### src/rtl/jt51_dac_rx.sv
`default_nettype none
// ============================================================================
// Module   : jt51_dac_rx
// Purpose  : Receiver for the JT51 serial DAC link. Deserialises the
//            YM3012-style floating-point words (3-bit exponent, 10-bit
//            two's-complement mantissa, SH1 = left, SH2 = right framing)
//            and expands them back to 16-bit signed linear PCM.
// Revision : 1.0  initial release
// ============================================================================
module jt51_dac_rx #(
  parameter int BITS      = 16,   // serial word length, 13..16
  parameter bit EXP0_ZERO = 1'b1  // 1: exponent 0 -> 0x0000, 0: treat as exponent 1
) (
  input  logic        clk,
  input  logic        rst_n,
  input  logic        bit_en,
  input  logic        so,
  input  logic        sh1,
  input  logic        sh2,
  output logic [15:0] left,
  output logic [15:0] right,
  output logic        left_vld,
  output logic        right_vld,
  output logic        frame_err
);

  localparam int CW = 5;
  localparam logic [CW-1:0] CNT_FULL = CW'(BITS);
  localparam logic [CW-1:0] CNT_SAT  = CW'(BITS + 1);

  // Only the 13 most recently received bits matter: the dummy bits are sent
  // first and simply fall out of the bottom of the shift register.
  logic [12:0]   sr;
  logic [CW-1:0] cnt;
  logic          sh1_q;
  logic          sh2_q;
  logic          conflict;

  logic          end_l;
  logic          end_r;
  logic          any_end;
  logic          word_ok;
  logic [2:0]    exp_f;
  logic [9:0]    man;
  logic [2:0]    e_eff;
  logic [15:0]   man_ext;
  logic [15:0]   lin;

  assign end_l   = bit_en & sh1_q & ~sh1;
  assign end_r   = bit_en & sh2_q & ~sh2;
  assign any_end = end_l | end_r;
  assign word_ok = (cnt == CNT_FULL) & ~conflict;
  assign exp_f   = sr[12:10];
  assign man     = sr[9:0];

  // Floating-point to linear expansion of the word currently in the register
  always_comb begin
    e_eff   = (exp_f == 3'd0) ? 3'd1 : exp_f;
    man_ext = {{6{man[9]}}, man};
    lin     = man_ext << (e_eff - 3'd1);
    if ((exp_f == 3'd0) && EXP0_ZERO) begin
      lin = 16'h0000;
    end
  end

  // Serial capture: frame history, shift register, bit counter, conflict flag
  always_ff @(posedge clk or negedge rst_n) begin
    if (!rst_n) begin
      sr       <= '0;
      cnt      <= '0;
      sh1_q    <= 1'b0;
      sh2_q    <= 1'b0;
      conflict <= 1'b0;
    end else if (bit_en) begin
      sh1_q <= sh1;
      sh2_q <= sh2;
      if (any_end) begin
        cnt      <= '0;
        conflict <= 1'b0;
      end else if (sh1 | sh2) begin
        sr <= {so, sr[12:1]};
        if (cnt != CNT_SAT) begin
          cnt <= cnt + 1'b1;
        end
        if (sh1 & sh2) begin
          conflict <= 1'b1;
        end
      end
    end
  end

  // Output latch at frame end; pulses self-clear on the following cycle
  always_ff @(posedge clk or negedge rst_n) begin
    if (!rst_n) begin
      left      <= 16'h0000;
      right     <= 16'h0000;
      left_vld  <= 1'b0;
      right_vld <= 1'b0;
      frame_err <= 1'b0;
    end else begin
      left_vld  <= 1'b0;
      right_vld <= 1'b0;
      frame_err <= 1'b0;
      if (end_l & end_r) begin
        // both frames closing together is ambiguous: drop the word
        frame_err <= 1'b1;
      end else if (end_l) begin
        if (word_ok) begin
          left     <= lin;
          left_vld <= 1'b1;
        end else begin
          frame_err <= 1'b1;
        end
      end else if (end_r) begin
        if (word_ok) begin
          right     <= lin;
          right_vld <= 1'b1;
        end else begin
          frame_err <= 1'b1;
        end
      end
    end
  end

endmodule
`default_nettype wire
### config.mk
export PLATFORM = sky130hd
export DESIGN_NAME = jt51_dac_rx
export DESIGN_NICKNAME = d
export VERILOG_FILES = /design/src/rtl/jt51_dac_rx.sv
export SDC_FILE = /design/constraint.sdc
export NUM_CORES = 1
export LEC_CHECK = 0
export CELL_PAD_IN_SITES_DETAIL_PLACEMENT = 1
export CELL_PAD_IN_SITES_GLOBAL_PLACEMENT = 1
export CORE_MARGIN = 1
export CORE_UTILIZATION = 44
export CTS_CLUSTER_DIAMETER = 80
export DETAILED_ROUTE_END_ITERATION = 12
export GPL_TIMING_DRIVEN = 0
export PLACE_DENSITY_LB_ADDON = 0.2
export REMOVE_ABC_BUFFERS = 1
export SKIP_LAST_GASP = 1
export SYNTH_ARGS = -nofsm -noshare
export SYNTH_HDL_FRONTEND = slang
export SYNTH_SLANG_ARGS = --single-unit
### constraint.sdc
create_clock -name clk -period 2.5 [get_ports clk]
set_clock_uncertainty 0.2 [all_clocks]
set_input_delay 0.5 -clock clk [delete_from_list [all_inputs] [get_ports clk]]
set_output_delay 0.5 -clock clk [all_outputs]
set_load 0.05 [all_outputs]
---- Yosys cells after proc, flatten, opt, wreduce, memory -nomap -nowiden ----
Index checks and enable logic that the tools add are counted.
storage, ports and cells
  bits of input ports ..................... 6
  word-level logic and storage cells ...... 57
  output and inout port bits .............. 35
  flip-flop bits (word level) ............. 56
operators by class
  muxes and demuxes ....................... 18
  reduce and logical (&&, ||, !) cells .... 9
  shift operators ......................... 1
  equality and inequality tests ........... 2
  bitwise operators ....................... 15
  add/subtract/negate cells ............... 2
operators with widths
  operator             number
  $mux 16              1
  $shl 16x3->16        1
  $mux 5               3
  $mux 1               13
  $reduce_and 3->1     4
  $and 1x1->1          7
  $not 1->1            6
  $reduce_bool 2->1    3
  $add 5x1->5 const B  1
  $eq 5x5->1 const B   1
  $ne 5x5->1 const B   1
  $reduce_and 4->1     1
  $logic_not 3->1      1
  $mux 3               1
  $sub 3x1->3 const B  1
  $or 1x1->1           2

---- Longest topological paths before layout ----
Gate-level depths: netlist of run 1.
  depth after elaboration ................. 6
  mapped depth ............................ 8
  gate-level depth less buffers ........... 6

---- Least setup slack after synthesis of run 1 ----
Ideal clock, no wire load.
  path kind ............................... reg2reg
  start ................................... reg sr[11]
  end ..................................... reg left[9]
  period minus slack after synthesis ...... 2.178 ns
  arrival time ............................ 1.848 ns
  stages on the path, launching flop included .. 9
  slack ................................... 0.322 ns
  setup time .............................. 0.131 ns
  buffers on the path ..................... 2
  required time ........................... 2.169 ns
  path through ............................ dfrtp_1 buf_4 inv_1 ha_1 buf_2 xor2_2 a21oi_1 a2111oi_4 a21oi_1
between the ends
  word-level cells in the longest chain between the ends .. 5
RTL lines
  what                    line    text
  start, declared         33      logic [12:0] sr;
  start signal, assigned  81      sr <= {so, sr[12:1]};
  $logic_not 3->1         58, 61
  $mux 3                  58      e_eff = (exp_f == 3'd0) ? 3'd1 : exp_f;
  $sub 3x1->3             60      lin = man_ext << (e_eff - 3'd1);
  $shl 16x3->16           60
  $mux 16 (*)             61      if ((exp_f == 3'd0) && EXP0_ZERO) begin
  end signal, assigned    109     left <= lin;
  end, declared           20      output logic [15:0] left,
Mark *: on every way between the ends. The rest lies on a longest branch, timed or not.
A chain may end at the register's enable or synchronous reset.

---- Final worst setup path of run 1 ----
  start ................................... reg sr[10]
  end ..................................... reg right[10]
between the ends
  word-level cells in the longest chain between the ends .. 5
RTL lines
  what                  line    text
  $logic_not 3->1       58, 61
  $mux 3                58
  $sub 3x1->3           60
  $shl 16x3->16         60
  $mux 16 (*)           61
  end signal, assigned  116     right <= lin;
  end, declared         21      output logic [15:0] right,
Marks and branches as above.

==> key figures, run 1 <==
Detailed routing
  – Vias: 2239
  – Initial DRC Count: 100
  – Final wirelength: 7013 um
  – Post-DR wirelength/cell: 17.32 um
  – Drt drc: 0
  – Avg Vias per Cell: 5.528
  – First-pass DRT Iterations: 4
  – Antenna viol nets, final: 0

Synthesis
  – Sequential share of the synthesized area: 43.85%
  – Largest cells by area after synthesis: dfrtp_1 44%, mux2_1 5.6%, mux2_4 4.7%, a21oi_1 3.6%, mux2i_1 3.4%
  – Asr flop ratio synth: 100.0%
  – Syn Inst Count: 276
  – Synthesized cell area: 0.003196 mm^2
  – Cell taking the most area after synthesis: dfrtp_1
  – Number of synthesized flops with an enable pin: 0
  – Yosys cell types: 63
  – Syn_area_per_cell: 11.58 um^2
  – Ys flop type: dfrtp_1
  – Yosys warns: 0
  – Seq cells post-synth: 56
  – Yosys top cell area share: 43.85%

Timing
  – Hold_ws: 301.6 ps
  – Final Cycle Share: 96.54%
  – Slew of the pin with the lowest slew margin: 526.2 ps
  – Hold Vio Cnt, Final: 0
  – Fmax: 414.3 MHz
  – Post-layout min period: 2414 ps
  – RSZ-0062 raised after global routing: false
  – Slew headroom: 64.92%
  – Final Max Tran Viols: 0
  – Final setup fails: 0

Pwr
  – Peak VDD IR: 0.0004214 V
  – Cell area power density: 864.2 mW/mm^2
  – Power Internal: 0.001939 W
  – Comb power frac: 39.3%
  – Flop pwr share: 41.8%
  – Clock Power Share: 18.8%
  – Leak: 1.587 nW
  – Total power: 0.003223 W
  – Sw frac: 39.85%
  – Psw: 0.001284 W

Critical path
  – CP max-delay cell: dfrtp_4
  – CP Class: reg2reg
  – CP Max Fanout: 20
  – Crit path cell chain: o21ba_2 -> ha_4 -> nand2b_1 -> o21a_1 -> or3_1 -> a31oi_1
  – Req. time, crit path: 2540 ps
  – CP endpoint kind: register
  – Delay of the slowest cell on the worst path: 620 ps
  – CP arrival: 2460 ps
  – Nature of the critical path startpoint: register
  – Worst path bufs/invs: 0
  – CP delay by family, top: compound AO/OA/AOI/OAI gates

Die
  – Initial Util: 46.27%
  – Die span in x: 87.22 um
  – Io pins: 41
  – # rows: 30
  – Die Area: 0.007607 mm^2
  – Core area: 0.006907 mm^2
  – Die H: 87.22 um

Global route
  – Total GRT Usage: 19.72%
  – Initial antenna violation count: 0
  – Vias in the first global route: 2230
  – Pin count of the biggest net entering global routing: 36
  – First-pass GRT wire length: 11570 um
  – GRT overflow: 0

Status
  – Status: complete, no violations

Layout
  – Finished Cell Area: 0.003730 mm^2
  – Area Growth Syn to Fin: 16.72%
  – Layout cell share with drive strength beyond 1: 17.48%
  – Most common cell after layout, fill and taps aside: dfrtp_1
  – Non-Filler Instances: 405
  – Diode count: 0
  – Final Net Count: 318
  – Most frequent cells in the layout: 53 x dfrtp_1, 39 x clkdlybuf4s50_1, 23 x a21oi_1, 16 x mux2_1

CTS
  – Number of CTS-inserted buffers: 5
  – Clock Tree Buf Depth: 2
  – Clk pin slew, worst setup/hold paths: 100 ps
  – H-tree depth: 2
  – CTS tree: yes
  – CTS Root Cell: clkbuf_8
  – Clk_lat worst skew: 310 ps
  – CTS Sinks: 56

Run
  – Max_cap viols: 0

Placement
  – GPL Wtd Cong: 0.7675
  – # port buffers: 40
  – Post-DP HPWL: 4821 um
  – Post-placement cell area: 0.003523 mm^2
  – Placed Cells: 392

Min path
  – Worst hold path class: reg2reg
## layout make-up
class / instances / area [um^2]
fill: 763 / 3177
multi-input combinational: 187 / 1572
sequential: 56 / 1410
timing repair buffer: 46 / 462.9
tap: 96 / 120.1
clock buffer: 5 / 68.82
inverter: 12 / 48.80
clock inverter: 3 / 47.55
## flip-flops by register name, indices dropped and copies added (netlist names)
| signal | cells |
|---|---|
| left | 16 |
| right | 16 |
| sr | 13 |
| cnt | 5 |
| conflict | 1 |
| frame_err | 1 |
| left_vld | 1 |
| right_vld | 1 |
| sh1_q | 1 |
| sh2_q | 1 |
## logic make-up after synthesis
group,share of synthesized area (%)
simple gates,13.35
flops,43.85
buf+inv,7.909
xor+xnor,1.606
mux,15.90
fa+ha+maj,1.566
compound gates,15.82
## power by group through the flow
stage	clock [W]	sequential (W)	combinational, W
3_3_place_gp	0	0.00139	0.00109
4_1_cts	0.000626	0.00135	0.00121
5_1_grt	0.000662	0.00138	0.00141
3_5_place_dp	0	0.00139	0.00112
2_1_floorplan	0	0.00129	0.000868
6_report	0.000607	0.00135	0.00127
## Yosys cell counts (2+ instances only)
library cell,number
mux2_2,4
o211ai_1,2
buf_12,4
nor2b_1,6
a31oi_1,8
buf_2,6
dfrtp_1,56
a211o_1,2
a211oi_1,3
nor2b_2,2
nand4_1,3
nand3_1,6
buf_6,6
inv_1,12
and3b_1,4
or3_1,2
mux2_1,16
o21ai_1,2
clkbuf_1,2
buf_4,3
o21a_1,4
and2_4,2
xor2_1,2
xnor2_1,2
a22oi_1,2
o21ai_0,6
o22ai_1,4
nand2_1,8
mux2i_1,11
mux2_4,10
ha_1,4
nor2_1,11
nand2b_1,3
a21oi_1,23
nand3b_1,7
## layer usage
metal | track usage [%] | wire length, um
met1 | 28.05 | 3319
met4 | 4.024 | 53
met2 | 31.57 | 3383
met3 | 3.602 | 258
met5 | 0 | 0
## stage by stage
stage,TNS [ps],utilization [%],setup WS [ps]
2_1_floorplan,-2079,-,-210.0
3_3_place_gp,-70870,50.80,-988.4
3_5_place_dp,-16820,51.01,-801.5
4_1_cts,-52.93,53.48,-29.15
5_1_grt,0,54.00,29.50
6_report,0,54.00,86.48
## worst paths after layout
path / startpoint / endpoint / slack, ps / depth (start not counted)
worst max-delay path: sr[10] / right[10] / 90 / 6
worst min-delay path: right[0] / right[0] / 300 / 1
worst max register to register: sr[10] / right[10] / 90 / 6
worst min register to register: right[0] / right[0] / 300 / 1
max in group asynchronous: rst_n / left[2] / 1050 / 3
min in group asynchronous: rst_n / sh1_q / 490 / 2
## timing repair
item	in CTS	in global routing
endpoints found under the hold margin	21	0
setup buffers	1	3
gates resized for setup	8	4
gates cloned	0	0
setup endpoints to repair	32	18
hold buffers	1	0
No activity file was read; power rests on OpenSTA's default activity.
==> run 2: changes to the inputs <==
--- a/config.mk
+++ b/config.mk
@@ -11,10 +11,11 @@
 export CORE_UTILIZATION = 44
 export CTS_CLUSTER_DIAMETER = 80
 export DETAILED_ROUTE_END_ITERATION = 12
-export GPL_TIMING_DRIVEN = 0
+export GPL_TIMING_DRIVEN = 1
 export PLACE_DENSITY_LB_ADDON = 0.2
 export REMOVE_ABC_BUFFERS = 1
 export SKIP_LAST_GASP = 1
+export SLEW_MARGIN = 15
 export SYNTH_ARGS = -nofsm -noshare
 export SYNTH_HDL_FRONTEND = slang
 export SYNTH_SLANG_ARGS = --single-unit
==> run 2 against run 1 <==
  * Total power shrank 4.3%
  * First-iteration DRC count stayed put
  * Utilization grew 0.11 points
  * Critical path type unchanged
  * Die area did not move
  * Via count up 1.1%
  * Clock power shrank 16%
  * Worst hold slack gained 4.4 ps
  * Global-route usage grew 1.3 points
  * Sequential share of layout area fell by 0.31 points
  * Register-to-register slack improved by 150 ps
  * Highest routed layer unchanged
==> key figures, run 2 (synthesized netlist as in run 1, its figures left out) <==
Layout
  – Most frequent cells in the layout: 56 x dfrtp_1, 39 x clkdlybuf4s50_1, 23 x a21oi_1, 16 x mux2_1, 15 x buf_4
  – Final Net Count: 329
  – Diode count: 0
  – Layout cell share with drive strength beyond 1: 17.81%
  – Most common cell after layout, fill and taps aside: dfrtp_1
  – Non-Filler Instances: 416
  – Top Registers: left: 16 flops, right: 16 flops, sr: 13 flops
  – Area Growth Syn to Fin: 16.95%
  – Fin util: 54.11%
  – Finished Cell Area: 0.003737 mm^2

Die
  – Initial Util: 46.27%
  – Die H: 87.22 um
  – # rows: 30
  – Die span in x: 87.22 um
  – Die Area: 0.007607 mm^2
  – Core area: 0.006907 mm^2
  – Io pins: 41

Critical path
  – CP arrival: 2270 ps
  – Crit path cell chain: o21ba_2 -> ha_1 -> buf_4 -> nand2_1 -> o21a_1 -> o2111ai_1 -> mux2_4
  – CP Class: reg2reg
  – Reg2reg path depth: 7
  – Nature of the critical path startpoint: register
  – CP Max Fanout: 6
  – Delay of the slowest cell on the worst path: 430 ps
  – Req. time, crit path: 2500 ps
  – CP max-delay cell: dfrtp_1
  – CP endpoint kind: register

Global route
  – First-pass GRT wire length: 12160 um
  – Total GRT Usage: 21.05%
  – GRT overflow: 0
  – Initial antenna violation count: 0
  – Vias in the first global route: 2353
  – Pin count of the biggest net entering global routing: 37

Pwr
  – Peak VDD IR: 0.0006177 V
  – Psw: 0.001271 W
  – Power Internal: 0.001814 W
  – Flop pwr share: 40.3%
  – Comb power frac: 43.1%
  – Leak: 1.637 nW
  – Clock Power Share: 16.5%
  – Cell area power density: 825.6 mW/mm^2
  – Sw frac: 41.20%

Placement
  – Placed Cells: 407
  – # port buffers: 40
  – GPL Wtd Cong: 0.7928
  – Post-placement cell area: 0.003636 mm^2
  – Post-DP HPWL: 5435 um

Timing
  – Hold Vio Cnt, Final: 0
  – Final setup fails: 0
  – Hold_ws: 306.0 ps
  – Final Cycle Share: 90.57%
  – Post-layout min period: 2264 ps
  – RSZ-0062 raised after global routing: false
  – TNS Setup: 0 ps
  – Slew of the pin with the lowest slew margin: 537.4 ps
  – Final Max Tran Viols: 0
  – Slew headroom: 64.17%
  – Fmax: 441.7 MHz

CTS
  – Cts hold-fix bufs: 1
  – Clk_lat worst skew: 310 ps
  – Clock Tree Buf Depth: 2
  – Postcts setup bufs: 0
  – H-tree depth: 2
  – Number of CTS-inserted buffers: 5
  – CTS Sinks: 56
  – CTS Root Cell: clkbuf_8
  – Post_cts resized: 0
  – Clk pin slew, worst setup/hold paths: 110 ps
  – CTS tree: yes

Min path
  – Worst hold path class: reg2reg
  – Worst Hold Path Cells: 1

Detailed routing
  – Avg Vias per Cell: 5.442
  – Antenna viol nets, final: 0
  – Vias: 2264
  – Drt drc: 0
  – Final wirelength: 7267 um
  – Initial DRC Count: 100
  – Post-DR wirelength/cell: 17.47 um
  – First-pass DRT Iterations: 4

Status
  – Status: complete, no violations

Run
  – Max_cap viols: 0
[run 2: cell count changes in the layout (fill, tap and decap cells not counted), sizes merged]
cell	delta
inv	+2
clkinvlp	-1
bufinv	-1
buf	+11
[run 2: final cells by class]
class                   instances  area (um^2)
clock buffers                   5        68.82
clock inverters                 3        22.52
fillers                       785         3169
inverters                      12        45.04
multi-input cells             187         1541
flip-flops and latches         56         1401
well taps                      96        120.1
repair buffers                 57        538.0
[run 2: metal layers]
| layer | share of wire (%) | GRT usage [%] | vias up |
|---|---|---|---|
| li1 | - | - | 1085 |
| met1 | 48 | 28.67 | 1136 |
| met2 | 48 | 35.65 | 37 |
| met3 | 2.5 | 3.223 | 6 |
| met4 | 0.96 | 4.471 | 0 |
| met5 | 0 | 0 | - |
[run 2: worst max-delay path, delay by kind of cell, from the launching register on]
kind / cells / cell delay [ps]
muxes: 1 / 290
adders and majority gates: 1 / 260
buffers and inverters: 1 / 190
DFF: 1 / 430
AOI/OAI and AO/OA: 3 / 640
and+or+nand+nor: 1 / 140
[run 2: power by group through the flow]
stage | logic (W) | registers (W) | clock network, W
final | 0.00133 | 0.00124 | 0.000510
after global routing | 0.00146 | 0.00127 | 0.000553
after CTS | 0.00133 | 0.00124 | 0.000530
after detailed placement | 0.00132 | 0.00126 | 0
after global placement | 0.00129 | 0.00125 | 0
after floorplan | 0.000868 | 0.00129 | 0
[run 2: path summary, 6_finish.rpt]
path | startpoint | endpoint | slack [ps]
max | sr[11] | left[7] | 240
min | left[15] | left[15] | 310
min in group asynchronous | rst_n | sh1_q | 500
max in group asynchronous | rst_n | left[7] | 1030
max reg2reg | sr[11] | left[7] | 240
min reg2reg | left[15] | left[15] | 310
[run 2: metrics by stage]
step | power (W) | setup WS (ps)
6_report | 0.003086 | 235.8
2_1_floorplan | 0.002154 | -210.0
3_5_place_dp | 0.002581 | 183.8
5_1_grt | 0.003286 | 115.4
3_3_place_gp | 0.002538 | 225.1
4_1_cts | 0.003102 | 219.7
==> run 3: changes to the inputs <==
--- a/config.mk
+++ b/config.mk
@@ -8,7 +8,7 @@
 export CELL_PAD_IN_SITES_DETAIL_PLACEMENT = 1
 export CELL_PAD_IN_SITES_GLOBAL_PLACEMENT = 1
 export CORE_MARGIN = 1
-export CORE_UTILIZATION = 44
+export CORE_UTILIZATION = 30
 export CTS_CLUSTER_DIAMETER = 80
 export DETAILED_ROUTE_END_ITERATION = 12
 export GPL_TIMING_DRIVEN = 1
@@ -19,3 +19,4 @@
 export SYNTH_ARGS = -nofsm -noshare
 export SYNTH_HDL_FRONTEND = slang
 export SYNTH_SLANG_ARGS = --single-unit
+export TNS_END_PERCENT = 50
==> run 3 against run 2 <==
  * Critical path depth fell by 1
  * Cell count grew 9.1%
  * Worst setup slack improved by 10 ps
  * Maximum frequency is 0.46% higher
  * First-iteration DRC count decreased by 8.0%
  * Worst hold slack got worse by 190 ps
  * Global-route usage down 6.9 points
  * Highest routed layer unchanged
==> key figures, run 3 (synthesized netlist as in run 1, its figures left out) <==
Critical path
  – CP Max Fanout: 7
  – Nature of the critical path startpoint: register
  – CP Class: reg2reg
  – Req. time, crit path: 2540 ps
  – CP arrival: 2300 ps
  – CP endpoint kind: register

Detailed routing
  – First-pass DRT Iterations: 4
  – Final wirelength: 7394 um
  – Post-DR wirelength/cell: 16.29 um
  – Antenna viol nets, final: 0
  – Initial DRC Count: 92
  – Avg Vias per Cell: 4.960
  – Drt drc: 0
  – Vias: 2252

Die
  – Die H: 105.2 um
  – Die span in x: 105.2 um
  – Initial Util: 30.95%
  – Io pins: 41
  – Die Area: 0.01107 mm^2
  – Core area: 0.01032 mm^2
  – # rows: 37

CTS
  – H-tree depth: 2
  – CTS Sinks: 56
  – Number of CTS-inserted buffers: 5
  – Postcts setup bufs: 0
  – Cts hold-fix bufs: 0
  – CTS Root Cell: clkbuf_8
  – CTS tree: yes
  – Clock Tree Buf Depth: 2
  – Post_cts resized: 0
  – Clk pin slew, worst setup/hold paths: 100 ps
  – Clk_lat worst skew: 310 ps

Layout
  – Final Net Count: 327
  – Fin util: 36.41%
  – Layout cell share with drive strength beyond 1: 17.61%
  – Most common cell after layout, fill and taps aside: dfrtp_1
  – Non-Filler Instances: 454
  – Area of the multi-input gates: 0.001541 mm^2
  – Most frequent cells in the layout: 56 x dfrtp_1, 39 x clkdlybuf4s50_1, 23 x a21oi_1, 16 x mux2_1, 15 x buf_4
  – Top Registers: left: 16 flops, right: 16 flops, sr: 13 flops
  – Diode count: 0
  – Area Growth Syn to Fin: 17.62%
  – Layout fillers: 1144
  – FF/Latch Area: 0.001401 mm^2

Timing
  – Final setup fails: 0
  – Post-layout min period: 2254 ps
  – Final Max Tran Viols: 0
  – Slew of the pin with the lowest slew margin: 707.4 ps
  – Hold Vio Cnt, Final: 0
  – Slew headroom: 52.84%
  – Hold_ws: 112.1 ps
  – Fmax: 443.7 MHz
  – Final Cycle Share: 90.15%
  – RSZ-0062 raised after global routing: false

Global route
  – First-pass GRT wire length: 12470 um
  – Initial antenna violation count: 0
  – Total GRT Usage: 14.18%
  – Vias in the first global route: 2338
  – GRT overflow: 0
  – Pin count of the biggest net entering global routing: 57

Placement
  – # port buffers: 40
  – GPL Wtd Cong: 0.7574
  – Post-DP HPWL: 5247 um
  – Placed Cells: 446

Pwr
  – Peak VDD IR: 0.0002946 V
  – Leak: 1.615 nW
  – Total power: 0.003073 W
  – Cell area power density: 817.6 mW/mm^2

Run
  – Max_cap viols: 0

Status
  – Status: complete, no violations

Min path
  – Worst hold path class: in2async
## run 3: worst paths after layout
path	cells after the start	from	endpoint	slack [ps]
worst max-delay path	6	sr[10]	left[10]	250
worst min-delay path	2	rst_n	left[1]	110
worst max register to register	6	sr[10]	left[10]	250
worst min register to register	1	left[0]	left[0]	300
max in group asynchronous	2	rst_n	sr[9]	1520
min in group clk	1	left[0]	left[0]	300
## run 3: critical path, cell delays in order (launching register included)
cell	delay [ps]
dfrtp_1	410
o21ba_2	280
ha_1	350
nand2b_1	140
o21a_1	220
or3_1	410
a31oi_1	160
## run 3: per-stage QoR
stage          worst slack, ps  TNS, ps  cell area, um^2
2_1_floorplan           -210.0    -2079             2988
3_3_place_gp             155.7        0             3666
3_5_place_dp             78.98        0             3666
4_1_cts                  213.4        0             3759
5_1_grt                  119.4        0             3759
6_report                 246.1        0             3759
## run 3: routing by layer
layer	wire length (um)	global-route usage [%]
met5	0	0
met4	74	3.320
met3	168	2.246
met2	3392	21.99
met1	3759	20.57
## run 3: report_power, final
part	leakage [nW]	switching, W	internal, W	total [W]
Combinational	0.858	0.000731	0.000584	0.00131
Sequential	0.716	0.000219	0.00103	0.00125
Clock	0.0404	0.000313	0.000199	0.000512
Total	1.62	0.00126	0.00181	0.00307
## run 3: area by class of cell
class                   count  share of cell area [%]
clock inverters             3                  0.6325
repair buffers             55                   13.52
clock buffers               5                   1.831
multi-input cells         187                   41.01
well taps                 136                   4.527
inverters                  12                   1.198
flip-flops and latches     56                   37.28
